<file path="config.mk">
export PLATFORM = sky130hd
export DESIGN_NAME = can_destuff_ctrl
export DESIGN_NICKNAME = d
export VERILOG_FILES = /design/src/rtl/can_destuff_ctrl.sv
export SDC_FILE = /design/constraint.sdc
export NUM_CORES = 1
export LEC_CHECK = 0
export ABC_AREA = 1
export CAP_MARGIN = 30
export CORE_MARGIN = 4
export CORE_UTILIZATION = 45
export CTS_BUF_LIST = sky130_fd_sc_hd__clkbuf_4 sky130_fd_sc_hd__clkbuf_8
export DETAILED_ROUTE_END_ITERATION = 12
export PLACE_DENSITY_LB_ADDON = 0.3
export REMOVE_ABC_BUFFERS = 1
export SETUP_SLACK_MARGIN = 0.5
export SLEW_MARGIN = 20
export SYNTH_ARGS = -nofsm -noshare
export SYNTH_HDL_FRONTEND = slang
export SYNTH_SLANG_ARGS = --single-unit
</file>
<file path="constraint.sdc">
create_clock -name clk -period 4.4 [get_ports clk]
set_clock_uncertainty 0.1 [all_clocks]
set_input_delay 0.66 -clock clk [delete_from_list [all_inputs] [get_ports clk]]
set_output_delay 0.66 -clock clk [all_outputs]
set_load 0.03 [all_outputs]
</file>
<file path="src/rtl/can_destuff_ctrl.sv">
// CAN receive-path bit destuffer: idle/SOF detection, stuff-bit removal, stuff-error flagging.
// Optional stuff-error counter on err_cnt is built when CAN_STUFF_ERR_CNT_EN is defined.
module can_destuff_ctrl #(
    parameter int unsigned STUFF_LEN = 5,
    parameter int unsigned IDLE_LEN  = 11
) (
    input  logic       clk,
    input  logic       reset,
    input  logic       RX,
    input  logic       SP,
    input  logic       stuff_en,
    input  logic       frame_end,
    output logic       bit_out,
    output logic       bit_valid,
    output logic       stuff_bit,
    output logic       stuff_err,
    output logic       sof,
    output logic       bus_idle,
    output logic [7:0] err_cnt
);

    localparam int unsigned RUN_W = $clog2(STUFF_LEN + 1);
    localparam int unsigned REC_W = $clog2(IDLE_LEN + 1);

    typedef enum logic [1:0] {
        IDLE_WAIT = 2'd0,
        BUS_IDLE  = 2'd1,
        RECEIVE   = 2'd2
    } state_t;

    state_t           state_q, state_d;
    logic [RUN_W-1:0] run_q, run_d;
    logic [REC_W-1:0] rec_q, rec_d;
    logic             prev_q, prev_d;
    logic             bit_out_d, bit_valid_d, stuff_bit_d, stuff_err_d, sof_d, bus_idle_d;

    // State, counters and registered outputs
    always_ff @(posedge clk) begin
        if (!reset) begin
            state_q   <= IDLE_WAIT;
            run_q     <= '0;
            rec_q     <= '0;
            prev_q    <= 1'b1;
            bit_out   <= 1'b0;
            bit_valid <= 1'b0;
            stuff_bit <= 1'b0;
            stuff_err <= 1'b0;
            sof       <= 1'b0;
            bus_idle  <= 1'b0;
        end else begin
            state_q   <= state_d;
            run_q     <= run_d;
            rec_q     <= rec_d;
            prev_q    <= prev_d;
            bit_out   <= bit_out_d;
            bit_valid <= bit_valid_d;
            stuff_bit <= stuff_bit_d;
            stuff_err <= stuff_err_d;
            sof       <= sof_d;
            bus_idle  <= bus_idle_d;
        end
    end

    // Next-state and next-output logic
    always_comb begin
        state_d     = state_q;
        run_d       = run_q;
        rec_d       = rec_q;
        prev_d      = prev_q;
        bit_out_d   = bit_out;
        bit_valid_d = 1'b0;
        stuff_bit_d = 1'b0;
        stuff_err_d = 1'b0;
        sof_d       = 1'b0;

        case (state_q)
            IDLE_WAIT: begin
                if (SP) begin
                    if (!RX) begin
                        rec_d = '0;
                    end else if (rec_q >= REC_W'(IDLE_LEN - 1)) begin
                        rec_d   = '0;
                        state_d = BUS_IDLE;
                    end else begin
                        rec_d = rec_q + REC_W'(1);
                    end
                end
            end
            BUS_IDLE: begin
                if (SP && !RX) begin
                    sof_d       = 1'b1;
                    bit_valid_d = 1'b1;
                    bit_out_d   = 1'b0;
                    prev_d      = 1'b0;
                    run_d       = RUN_W'(1);
                    state_d     = RECEIVE;
                end
            end
            RECEIVE: begin
                // frame_end beats a coincident SP: the bit is dropped
                if (frame_end) begin
                    run_d   = '0;
                    rec_d   = '0;
                    state_d = IDLE_WAIT;
                end else if (SP) begin
                    if (!stuff_en) begin
                        bit_valid_d = 1'b1;
                        bit_out_d   = RX;
                        run_d       = '0;
                        prev_d      = RX;
                    end else if (run_q == RUN_W'(STUFF_LEN)) begin
                        if (RX != prev_q) begin
                            stuff_bit_d = 1'b1;
                            run_d       = RUN_W'(1);
                            prev_d      = RX;
                        end else begin
                            stuff_err_d = 1'b1;
                            run_d       = '0;
                            rec_d       = '0;
                            state_d     = IDLE_WAIT;
                        end
                    end else begin
                        // run_q < STUFF_LEN here, so the increment cannot overflow
                        bit_valid_d = 1'b1;
                        bit_out_d   = RX;
                        run_d       = (RX == prev_q) ? run_q + RUN_W'(1) : RUN_W'(1);
                        prev_d      = RX;
                    end
                end
            end
            default: state_d = IDLE_WAIT;
        endcase

        bus_idle_d = (state_d == BUS_IDLE);
    end

`ifdef CAN_STUFF_ERR_CNT_EN
    logic [7:0] err_cnt_q;

    // Saturating stuff-error counter, cleared only by reset
    always_ff @(posedge clk) begin
        if (!reset) begin
            err_cnt_q <= 8'd0;
        end else if (stuff_err_d && (err_cnt_q != 8'hFF)) begin
            err_cnt_q <= err_cnt_q + 8'd1;
        end
    end

    assign err_cnt = err_cnt_q;
`else
    assign err_cnt = 8'd0;
`endif

endmodule

</file>
==> results.tsv, run 1 <==
stage	metric	value	unit
routing	DRC Markers	0	
grt	initial antenna violation count	0	
worst_setup_path	crit-path leading delay family	buffers and inverters	
synthesis	Synth Instances	165	
power	LEAKAGE	0.599	nW
synthesis	Post-synth EDFFs	0	
grt	vias in the first global route	878	
worst_setup_path	Bufs and invs on worst path	1	
worst_setup_path	crit path cell chain	clkdlybuf4s50_1	
finish	post-layout util	54.0	%
worst_setup_path	Worst Setup End Kind	primary output	
clock_tree	CTS tree	yes	
routing	Via-to-Cell Ratio	4.93	
worst_setup_path	slowest CP cell	clkdlybuf4s50_1	
grt	GRT Util Overall	14.0	%
clock_tree	depth of the CTS H-tree	1	
routing	WL/cell	10.6	um
clock_tree	clock tree sinks	16	
placed_design	IO Port Bufs	11	
finish	fillers	210	
synthesis	Post-synth top flop	dfxtp_1	
finish	layout cells sized above 1	9.60	%
synthesis	Post-synth ARST share	0	%
grt	global-route wire length before repair	3.67	mm
routing	Via Count	1011	
synthesis	Syn. warnings	0	
grt	Congestion Overflow GR	0	
worst_hold_path	worst hold path type	reg2reg	
sta	Final Cycle Share	46.9	%
routing	drt pass-1 iters	4	
worst_setup_path	slowest stage delay, CP	0.67	ns
clock_tree	clock-pin slew on the worst setup and hold paths	0.09	ns
synthesis	average size of a mapped cell	6.68	um2
synthesis	Seq/Total Area, Yosys	29.1	%
grt	met2 Use GR	23.9	%
floorplan	Die Span Y	57.5	um
sta	RSZ-0062 raised after global routing	false	
finish	commonest cells after routing, fill and taps aside	nand2_1 (37), nor2_1 (28), inv_1 (21)	
clock_tree	Post-CTS Hold Buffers	0	
finish	diode count	0	
worst_setup_path	WP data required	3.64	ns
clock_tree	CTS buffer count	3	
sta	WHS	0.372	ns
synthesis	Synth Cell Area	0.00110	mm2
placed_design	placed instance area	0.00119	mm2
worst_setup_path	Critical Path Fanout Max	2	
sta	fmax	0.485	GHz
routing	initial drt markers	36	
finish	Syn-to-layout area delta	11.5	%
finish	most common cell after layout, fill and taps aside	nand2_1	
sta	aggregate negative setup slack	0	ns
floorplan	core area	0.00228	mm2
grt	Top Usage Layer GRT	met2	
routing	routed wire length	2.17	mm
floorplan	Initial Utilization	48.4	%
placed_design	post-DP HPWL	1.71	mm
sta	Final Max Tran Viols	0	
worst_setup_path	Arr. time, crit path	1.30	ns
power	Overall Power	0.294	mW
finish	Multi-input gate area	633	um2
clock_tree	CTS resizes	0	
floorplan	die width	57.5	um
run_status	status	finished clean	
grt	Global Route met1 Usage	16.6	%
synthesis	Yosys reg bits	16	
worst_setup_path	Setup CP Type	reg2out	
finish	Finished Cell Area	0.00123	mm2
clock_tree	root buf cell	clkbuf_4	
grt	largest net degree at the start of global routing	11	
clock_tree	worst skew pair latency	0.29	ns
placed_design	routability cong.	0.890	
flow_run	maximum capacitance violations	0	
floorplan	die footprint	0.00331	mm2
clock_tree	Longest Clk Path Bufs	2	
power	pwr dens	239	mW/mm2
routing	Routed Antenna Nets	0	
floorplan	io pins	20	
clock_tree	# Post-CTS Setup Buffers	0	
synthesis	Yosys cell types	24	
finish	Final #Nets	192	
finish	Seq. cell area	320	um2
worst_setup_path	CP Launch Type	register	
sta	final hold vios	0	
grt	grt met3 use	2.94	%
floorplan	row cnt	17	
sta	setup violators final	0	
power	Worst VDD drop	0.147	mV
sta	fin crit period	2.06	ns
layout make-up:
| type | instances | area share, % |
|---|---|---|
| Multi-Input combinational cell | 121 | 51.5 |
| Sequential cell | 16 | 26.1 |
| Timing Repair Buffer | 11 | 8.96 |
| Inverter | 25 | 7.64 |
| Tap cell | 28 | 2.85 |
| Clock buffer | 4 | 2.95 |
metrics by stage:
stage / std cells / setup WS (ns)
after floorplan: 162 / 2.95
after global placement: 201 / 2.26
after detailed placement: 201 / 2.23
after CTS: 205 / 2.32
after global routing: 205 / 2.26
final: 205 / 2.34
cell families after synthesis:
| kind of cell | synth area share [%] |
|---|---|
| fa+ha+maj | 9.08 |
| flops | 29.1 |
| buf+inv | 15.9 |
| simple gates | 36.3 |
| xor+xnor | 0.795 |
| compound gates | 8.51 |
| other cells | 0.340 |
synth_stat cells, types with 2 or more instances:
cell,instances,area [um2]
nor2_2,2,12.5
ha_1,8,100
nand2_1,37,139
nor2_1,28,105
nand3_1,13,65.1
dfxtp_1,16,320
inv_1,21,78.8
a21oi_1,7,35.0
o21ai_1,4,20.0
inv_2,4,15.0
buf_4,9,67.6
nand4_1,3,18.8
nand2_4,2,22.5
worst paths after layout:
| check | from | endpoint | slack (ns) | cells past startpoint |
|---|---|---|---|---|
| setup / recovery | bit_out | bit_out | 2.34 | 1 |
| hold / removal | bit_out | bit_out | 0.37 | 2 |
| setup reg to reg | state_q[0] | state_q[1] | 2.71 | 10 |
| hold reg to reg | bit_out | bit_out | 0.37 | 2 |
registers in the layout, indices dropped and copies added, names as in the netlist:
register   count
bus_idle       1
prev_q         1
bit_out        1
run_q          3
bit_valid      1
sof            1
stuff_bit      1
rec_q          4
state_q        2
stuff_err      1
layer usage:
metal	part of all wire, %	vias up
met3	6.3	7
li1	-	521
met2	46	32
met5	0	-
met4	2.2	0
met1	46	451
power by group:
part           internal [mW]  switching [mW]
sequential             0.148         0.00323
clock                 0.0504          0.0482
combinational         0.0135          0.0305
Power figures use the tool's default switching activity.
==> run 2: changes to the inputs <==
clock period = 1.95 ns   (was 4.4 ns; I/O delays follow)
==> run 2 against run 1 <==
Against the previous run:
- critical path depth increased by 9
- largest power group unchanged
- first-iteration DRC count unchanged
- final cell count rose by 4.9%
- design area rose by 15%
==> results.tsv, run 2 (synthesis results as in run 1) <==
stage	metric	value	unit	change
clock_tree	Post-CTS Hold Buffers	0		unchanged
worst_setup_path	crit path cell chain	inv_4, ha_4, inv_4, nor2_4, nand2_1, nand3_1, nand2_1, nand2_1, nand2_1, nor2_1		was clkdlybuf4s50_1
routing	Via-to-Cell Ratio	4.98		was 4.93
clock_tree	worst skew pair latency	0.28	ns	was 0.29 ns
run_status	status	finished clean		unchanged
sta	fmax	0.672	GHz	
grt	vias in the first global route	890		was 878
finish	diode count	0		unchanged
flow_run	maximum capacitance violations	0		unchanged
placed_design	routability cong.	0.907		was 0.890
routing	drt pass-1 iters	4		unchanged
worst_setup_path	Worst Setup End Kind	register		was primary output
floorplan	Die Span Y	57.5	um	unchanged
placed_design	placed cells	202		was 201
sta	RSZ-0062 raised after global routing	true		was false
floorplan	io pins	20		unchanged
sta	Final Max Tran Viols	0		unchanged
grt	GRT Util Overall	14.2	%	was 14.0%
clock_tree	clock-pin slew on the worst setup and hold paths	0.08	ns	was 0.09 ns
grt	Congestion Overflow GR	0		unchanged
finish	most common cell after layout, fill and taps aside	nand2_1		unchanged
finish	Finished Cell Area	0.00141	mm2	was 0.00123 mm2
floorplan	Initial Utilization	48.4	%	unchanged
finish	max reg flops	4		unchanged
routing	WL/cell	11.8	um	was 10.6 um
routing	Via Count	1070		was 1,011
worst_setup_path	slowest stage delay, CP	0.37	ns	was 0.67 ns
power	Overall Power	0.625	mW	was 0.294 mW
finish	Syn-to-layout area delta	28.0	%	was 11.5%
sta	aggregate negative setup slack	0	ns	unchanged
grt	initial antenna violation count	0		unchanged
worst_setup_path	cell mode on critical path	nand2_1		
placed_design	IO Port Bufs	11		unchanged
floorplan	die footprint	0.00331	mm2	unchanged
worst_setup_path	Critical R2R Launch	state_q[0]		unchanged
sta	fin crit period	1.49	ns	
clock_tree	Longest Clk Path Bufs	2		unchanged
placed_design	post-DP HPWL	1.67	mm	was 1.71 mm
finish	layout cells sized above 1	27.8	%	was 9.60%
worst_setup_path	crit-path leading delay family	simple AND/OR/NAND/NOR gates		was buffers and inverters
clock_tree	depth of the CTS H-tree	1		unchanged
routing	initial drt markers	36		unchanged
floorplan	die width	57.5	um	unchanged
finish	commonest cells after routing, fill and taps aside	nand2_1 (32), nor2_1 (23), inv_1 (18)		was nand2_1 (37), nor2_1 (28), inv_1 (21)
routing	DRC Markers	0		unchanged
clock_tree	clock tree sinks	16		unchanged
worst_hold_path	hold_sp	bit_out		unchanged
routing	Routed Antenna Nets	0		unchanged
worst_hold_path	hold path cells	2		unchanged
routing	routed wire length	2.53	mm	was 2.17 mm
power	pwr dens	443	mW/mm2	was 239 mW/mm2
finish	largest registers	rec_q (4), run_q (3), state_q (2)		unchanged
grt	largest net degree at the start of global routing	10		was 11
sta	setup violators final	0		unchanged
worst_setup_path	CP Launch Type	register		unchanged
worst_setup_path	Critical Path Fanout Max	7		was 2
worst_setup_path	flop-to-flop setup slack	0.46	ns	was 2.71 ns
finish	Seq. cell area	332	um2	was 320 um2
worst_hold_path	Hold EP	bit_out		unchanged
worst_setup_path	Worst R2R End	state_q[1]		unchanged
placed_design	placed instance area	0.00120	mm2	was 0.00119 mm2
power	Worst VDD drop	0.427	mV	was 0.147 mV
finish	Most flops, register	rec_q		unchanged
worst_setup_path	Setup CP Type	reg2reg		was reg2out
worst_setup_path	Bufs and invs on worst path	2		was 1
finish	Final #Nets	203		was 192
worst_hold_path	worst hold path type	reg2reg		unchanged
power	LEAKAGE	0.681	nW	was 0.599 nW
floorplan	core area	0.00228	mm2	unchanged
clock_tree	CTS tree	yes		unchanged
floorplan	row cnt	17		unchanged
clock_tree	CTS buffer count	3		unchanged
sta	Final Cycle Share	76.3	%	
worst_setup_path	slowest CP cell	dfxtp_4		was clkdlybuf4s50_1
finish	Multi-input gate area	739	um2	was 633 um2
worst_setup_path	R2R cell count	10		unchanged
finish	Layout Cells excl Fill	215		was 205
worst_setup_path	WP data required	2.07	ns	was 3.64 ns
worst_setup_path	Arr. time, crit path	1.61	ns	was 1.30 ns
grt	global-route wire length before repair	3.65	mm	was 3.67 mm
clock_tree	root buf cell	clkbuf_4		unchanged
finish	fillers	197		was 210
sta	WHS	0.370	ns	was 0.372 ns
sta	final hold vios	0		unchanged
[run 2: changes by cell type in the layout (fill, tap and decap cells not counted), sizes merged]
cell and delta:
clkbuf -1, clkdlybuf4s15 +1, buf +11, clkdlybuf4s50 -8, dlygate4sd2 +7
[run 2: power by group]
group          internal [mW]  total (mW)  switching (mW)  leakage (nW)
clock network         0.0718       0.169          0.0975        0.0138
logic                 0.0387       0.118          0.0795         0.534
registers              0.331       0.338         0.00646         0.133
total                  0.442       0.625           0.183         0.681
[run 2: layout make-up]
| class | instances | area share, % |
|---|---|---|
| Clock buffer | 3 | 1.60 |
| Timing Repair Buffer | 22 | 13.0 |
| Tap cell | 28 | 2.48 |
| Inverter | 25 | 7.00 |
| Sequential cell | 16 | 23.5 |
| Multi-Input combinational cell | 121 | 52.4 |
[run 2: metal layers]
layer	wire (um)	vias up	global-route usage (%)
li1	-	546	-
met1	1020	476	17.6
met2	1270	41	22.9
met3	178	7	2.71
met4	65	0	7.95
met5	0	-	0
[run 2: worst max path at each step]
stage	from	to	slack [ns]	cells after the start
3_5_place_dp	RX	rec_q[3]	0.16	8
5_1_grt	state_q[0]	state_q[1]	0.36	10
2_1_floorplan	state_q[0]	state_q[1]	0.53	10
3_3_place_gp	SP	prev_q	0.18	8
4_1_cts	state_q[0]	state_q[1]	0.48	10
6_report	state_q[0]	state_q[1]	0.46	10
[run 2: through the flow]
stage	setup slack [ns]	utilization [%]
2_1_floorplan	0.533	-
3_3_place_gp	0.176	52.7
3_5_place_dp	0.161	52.7
4_1_cts	0.479	54.9
5_1_grt	0.365	62.0
6_report	0.462	62.0
[run 2: worst min-delay path: stages, from the launching register on]
cell	delay, ns
dfxtp_1	0.32
nand2_1	0.06
a21oi_1	0.05
[run 2: timing repair]
item | in CTS | in global routing
pin swaps | 2 | 15
setup endpoints to repair | 21 | 14
gates resized for setup | 16 | 29
cloned | 0 | 0
buffers inserted | 2 | 8
